$ cat src/rtl/pulse_stretch_pkg.sv
// Shared constants and helpers for the pulse stretcher/synchroniser.
package pulse_stretch_pkg;

  localparam int RETRIG_DROP   = 0;
  localparam int RETRIG_RELOAD = 1;

  // Counter must hold STRETCH_LEN itself, hence len+1 states.
  function automatic int cnt_width(input int len);
    return $clog2(len + 1);
  endfunction

endpackage

$ cat src/rtl/pulse_stretch_ch.sv
// One channel: optional resync chain, rising-edge detect, stretch counter and
// sticky flag for edges dropped while a stretch is already running.
module pulse_stretch_ch
  import pulse_stretch_pkg::*;
#(
  parameter int SYNC_STAGES = 2,
  parameter int STRETCH_LEN = 3,
  parameter int IN_SYNC     = 1,
  parameter int RETRIG      = RETRIG_DROP
) (
  input  logic i_clk,
  input  logic i_rst_n,
  input  logic i_pulse,
  input  logic i_miss_clr,
  output logic o_pulse,
  output logic o_miss
);

  localparam int CW = cnt_width(STRETCH_LEN);

  logic          s;
  logic          prev_q;
  logic          rise;
  logic          busy;
  logic          drop;
  logic [CW-1:0] cnt_q;
  logic          miss_q;

  generate
    if (IN_SYNC != 0) begin : g_sync
      (* ASYNC_REG = "TRUE" *) logic [SYNC_STAGES-1:0] sync_q;
      always_ff @(posedge i_clk or negedge i_rst_n) begin
        if (!i_rst_n) sync_q <= '0;
        else          sync_q <= {sync_q[SYNC_STAGES-2:0], i_pulse};
      end
      assign s = sync_q[SYNC_STAGES-1];
    end else begin : g_nosync
      assign s = i_pulse;
    end
  endgenerate

  // prev resets low so an input already high at release counts as one event.
  assign rise = s & ~prev_q;
  assign busy = (cnt_q != '0);
  assign drop = rise && busy && (RETRIG == RETRIG_DROP);

  always_ff @(posedge i_clk or negedge i_rst_n) begin
    if (!i_rst_n) begin
      prev_q <= 1'b0;
      cnt_q  <= '0;
      miss_q <= 1'b0;
    end else begin
      prev_q <= s;
      if (rise && (!busy || (RETRIG == RETRIG_RELOAD))) cnt_q <= CW'(STRETCH_LEN);
      else if (busy)                                    cnt_q <= cnt_q - CW'(1);
      // A new drop in the same cycle as a clear keeps the flag set.
      if (drop)            miss_q <= 1'b1;
      else if (i_miss_clr) miss_q <= 1'b0;
    end
  end

  assign o_pulse = busy;
  assign o_miss  = miss_q;

endmodule

$ cat src/rtl/pulse_stretch_sync.sv
// Multi-channel pulse synchroniser/stretcher: CH independent channels plus a
// busy reduction and elaboration-time parameter checks.
module pulse_stretch_sync
  import pulse_stretch_pkg::*;
#(
  parameter int CH          = 4,
  parameter int SYNC_STAGES = 2,
  parameter int STRETCH_LEN = 3,
  parameter int IN_SYNC     = 1,
  parameter int RETRIG      = RETRIG_DROP
) (
  input  logic          i_clk,
  input  logic          i_rst_n,
  input  logic [CH-1:0] i_pulse,
  input  logic [CH-1:0] i_miss_clr,
  output logic [CH-1:0] o_pulse,
  output logic          o_busy,
  output logic [CH-1:0] o_miss
);

  generate
    if (CH < 1) begin : g_bad_ch
      $fatal(1, "pulse_stretch_sync: CH must be >= 1");
    end
    if (SYNC_STAGES < 2) begin : g_bad_sync
      $fatal(1, "pulse_stretch_sync: SYNC_STAGES must be >= 2");
    end
    if (STRETCH_LEN < 1) begin : g_bad_len
      $fatal(1, "pulse_stretch_sync: STRETCH_LEN must be >= 1");
    end
    if ((IN_SYNC != 0) && (IN_SYNC != 1)) begin : g_bad_insync
      $fatal(1, "pulse_stretch_sync: IN_SYNC must be 0 or 1");
    end
    if ((RETRIG != RETRIG_DROP) && (RETRIG != RETRIG_RELOAD)) begin : g_bad_retrig
      $fatal(1, "pulse_stretch_sync: RETRIG must be 0 or 1");
    end

    for (genvar c = 0; c < CH; c++) begin : g_ch
      pulse_stretch_ch #(
        .SYNC_STAGES (SYNC_STAGES),
        .STRETCH_LEN (STRETCH_LEN),
        .IN_SYNC     (IN_SYNC),
        .RETRIG      (RETRIG)
      ) u_ch (
        .i_clk      (i_clk),
        .i_rst_n    (i_rst_n),
        .i_pulse    (i_pulse[c]),
        .i_miss_clr (i_miss_clr[c]),
        .o_pulse    (o_pulse[c]),
        .o_miss     (o_miss[c])
      );
    end
  endgenerate

  assign o_busy = |o_pulse;

endmodule

$ cat config.mk
export PLATFORM = sky130hd
export DESIGN_NAME = pulse_stretch_sync
export DESIGN_NICKNAME = d
export VERILOG_FILES = /design/src/rtl/pulse_stretch_pkg.sv /design/src/rtl/pulse_stretch_ch.sv /design/src/rtl/pulse_stretch_sync.sv
export SDC_FILE = /design/constraint.sdc
export NUM_CORES = 1
export LEC_CHECK = 0
export ABC_CLOCK_PERIOD_IN_PS = 3470
export CAP_MARGIN = 0
export CORE_MARGIN = 4
export CORE_UTILIZATION = 51
export CTS_CLUSTER_SIZE = 10
export DETAILED_ROUTE_END_ITERATION = 6
export PLACE_DENSITY = 0.79
export SETUP_SLACK_MARGIN = 0.1
export SYNTH_ARGS = -nofsm -noshare
export SYNTH_HDL_FRONTEND = slang
export SYNTH_HIERARCHICAL = 1
export SYNTH_SLANG_ARGS = --single-unit
$ cat constraint.sdc
create_clock -name i_clk -period 3.47 [get_ports i_clk]
set_input_delay 0.5205 -clock i_clk [delete_from_list [all_inputs] [get_ports i_clk]]
set_output_delay 0.5205 -clock i_clk [all_outputs]
set_load 0.01 [all_outputs]
==> results.cfg <==
[yosys]
synth-adder-area-share_pct = 5.54
synth_top_area_cell = dfrtp_1
synth_enable_flop_cells = 0
synth_top_cells_by_area = dfrtp_1, inv_1, mux2_4, ha_1, mux2i_1
netlist_instances = 65
net_count_of_the_mapped_netlist = 79
commonest_cells_in_the_netlist = dfrtp_1, inv_1
complex_gate_fraction_of_the_synthesized_area_pct = 2.77
synth_simple_gate_area_share_pct = 7.48
synth_top_family_by_area = multiplexers
post-synth-top-count-cell = dfrtp_1
synth_flop_cell = dfrtp_1
synthesis.area_sq_um = 903
postSynthAreaPerCell_sq_um = 13.9
synth.yosys.warnings = 6
ys_types = 9
synth.mux.area_fraction_pct = 11.1
ys_seq_area_share_pct = 66.5
post_synth_xor_area_fraction_pct = 0
synth_seq_cells = 24
yosys.area.top_type_share_pct = 66.5
async_flop_share_pct = 100

[timing]
grt_setup_unrepaired = no
maxSlewHeadroom_pct = 32.6
finalHoldViolCount = 0
sum_of_negative_setup_slack_ns = 0
final.hold.worst_slack_ns = 0.365
setup-violations-final = 0
finalCritPeriodShare_pct = 75.6
max_slew_violations = 0
fin_skew_ns = 0.000603
finalWorstPathRequiredPeriod_ns = 2.62
tightestPinTransition_ns = 1.01
achievable-frequency_mhz = 381

[critical_path]
critical_path_cell_count = 5
critical_path_peak_fanout = 4
worst_setup_path_end_kind = primary output
r2r_start = g_ch[1].u_ch/cnt_q[0]
critical-path-max-stage-delay_ns = 0.51
worst-r2r-setup-slack_ns = 2.31
startpoint = g_ch[1].u_ch/cnt_q[0]
required_time_at_the_worst_slack_endpoint_ns = 2.95
timing.setup.critical_path_class = reg2out
crit_path_frequent_cell = inv_1
crit_chain = inv_1, ha_1, inv_1, or4_1, clkdlybuf4s50_1
worst-path-buf-inv = 3
worst_path_dominant_cell_family = buffers and inverters
cp-start-kind = register
worst-r2r-cell-count = 4
timing.critical_path.slowest_stage_cell = or4_1
worstPathArrival_ns = 2.10
rr_endpoint = g_ch[1].u_ch/cnt_q[0]

[finish]
n_antenna_cell = 0
finalNetCount = 102
area_delta_synth_final_pct = 29.1
post_route_cells_drive_above_1_share_pct = 18.4
final_core_utilization_pct = 73.2
fillerInstances = 118
ff_latch_area_sq_um = 601
multi_input_area_sq_um = 243

[clock_network]
cts_max_level = 1
cts.repair_timing.setup_buffer_count = 0
num_cts_buffers = 3
post_cts_hold_buffer_count = 0
clock_latency_ns = 0.31
ctsRootBufferMaster = clkbuf_4
cts.path.max_buffers = 2
cts_resized = 0
cts_tree = built
cts_sinks = 24
worst_setup_hold_path_clk_slew_ns = 0.12

[placed_design]
routabilityCongestion = 0.708
hpwlAfterDp_um = 1030
io_buffer_count = 18

[floorplan]
fp.dieW_um = 50.1
floorplan.die.height_um = 50.1
core.rowCount = 14
initial_core_util_pct = 56.7
floorplan_core_area_sq_um = 1590
ioPinCount = 19
die_area_sq_um = 2510

[run]
timing.max_cap.violations = 0

[global_routing]
grt_overflow_total = 0
antenna_found_initial = 0
grt_first_pass_wirelength_um = 2420
grt_pass1_vias = 548
grt_max_degree = 25
grt.total_usage_pct = 13.3

[routing]
viasPerCell = 4.74
initialDrtViolationCount = 5
ant_nets = 0
drt_pass1_iterations = 4
via_count = 526
detailed_route_wire_length_per_cell_um = 12.3
totalWireLength_um = 1370
route.detailed.drc = 0

[power]
power.ir.vdd_worst_uv = 511
power.static_leakage_nw = 0.573
powerDensity_nw_per_um2 = 797

[min_path]
hold_end = g_ch[3].u_ch/g_sync.sync_q[1]
timing.hold.worst_path_depth = 0
worst_hold_path_type = reg2reg
worst_hold_startpoint = g_ch[3].u_ch/g_sync.sync_q[0]

[status]
status = complete, no violations
[worst register-to-register path: cells and delay by family (launching register included)]
| family | cells | cell delay (ns) |
|---|---|---|
| multiplexers | 1 | 0.26 |
| buffers and inverters | 1 | 0.09 |
| flip-flops | 1 | 0.39 |
| adder cells (fa/ha/maj) | 1 | 0.25 |
| AND/OR/NAND/NOR | 1 | 0.08 |
[layout by cell type (no fill, tap or decap)]
cell / count
dfrtp_1: 24
clkdlybuf4s50_1: 18
bufinv_16: 1
mux2_4: 4
inv_1: 16
nand2b_2: 4
mux2i_1: 4
or4_1: 1
ha_1: 4
clkbuf_4: 3
nand2_2: 4
o22ai_1: 4
[flip-flops by register name, summed over array words and instances (netlist names)]
name / flops
g_ch.u_ch/cnt_q: 8
g_ch.u_ch/g_sync.sync_q: 8
g_ch.u_ch/o_miss: 4
g_ch.u_ch/prev_q: 4
[per-layer routing]
metal / routed length, um / vias up / global-route usage, %
li1: - / 248 / -
met1: 648 / 258 / 16.7
met2: 615 / 16 / 20.2
met3: 82 / 4 / 4.22
met4: 23 / 0 / 6.91
met5: 0 / - / 0
[kinds of logic (layout without fill, tap and decap cells)]
group                      count (synthesis)  after routing
DFF                                       24             24
buffers and inverters                     16             38
and+or+nand+nor                            9              9
muxes                                      8              8
adders and majority gates                  4              4
AOI/OAI and AO/OA                          4              4
[how the worst max path moves through the flow]
stage	slack [ns]	to
floorplan	1.65	o_busy
finish	0.85	o_busy
global placement	1.24	o_busy
detailed placement	1.19	o_busy
CTS	0.81	o_busy
global route	0.71	o_busy
[report_power, final]
group          total, mW  leakage [nW]  switching, mW  internal (mW)
combinational      0.363         0.263          0.165          0.198
clock              0.197        0.0279         0.0802          0.117
sequential         0.370         0.283         0.0206          0.349
[cell type report]
cell class | instances | share of cell area [%]
clock buffer | 3 | 1.93
clock inverter | 1 | 2.58
inverter | 16 | 5.15
multi-input combinational | 25 | 20.8
sequential | 24 | 51.5
tap | 24 | 2.58
timing repair buffer | 18 | 15.5
[through the flow]
| stage | worst slack (ns) | instances | instance area, sq um | power [mW] |
|---|---|---|---|---|
| 6_report | 0.847 | 111 | 1170 | 0.929 |
| 2_1_floorplan | 1.65 | 65 | 903 | 0.612 |
| 3_5_place_dp | 1.19 | 107 | 1110 | 0.742 |
| 5_1_grt | 0.714 | 111 | 1170 | 1.00 |
| 3_3_place_gp | 1.24 | 107 | 1110 | 0.722 |
| 4_1_cts | 0.812 | 111 | 1170 | 0.942 |
(Power assumes the default switching activity.)
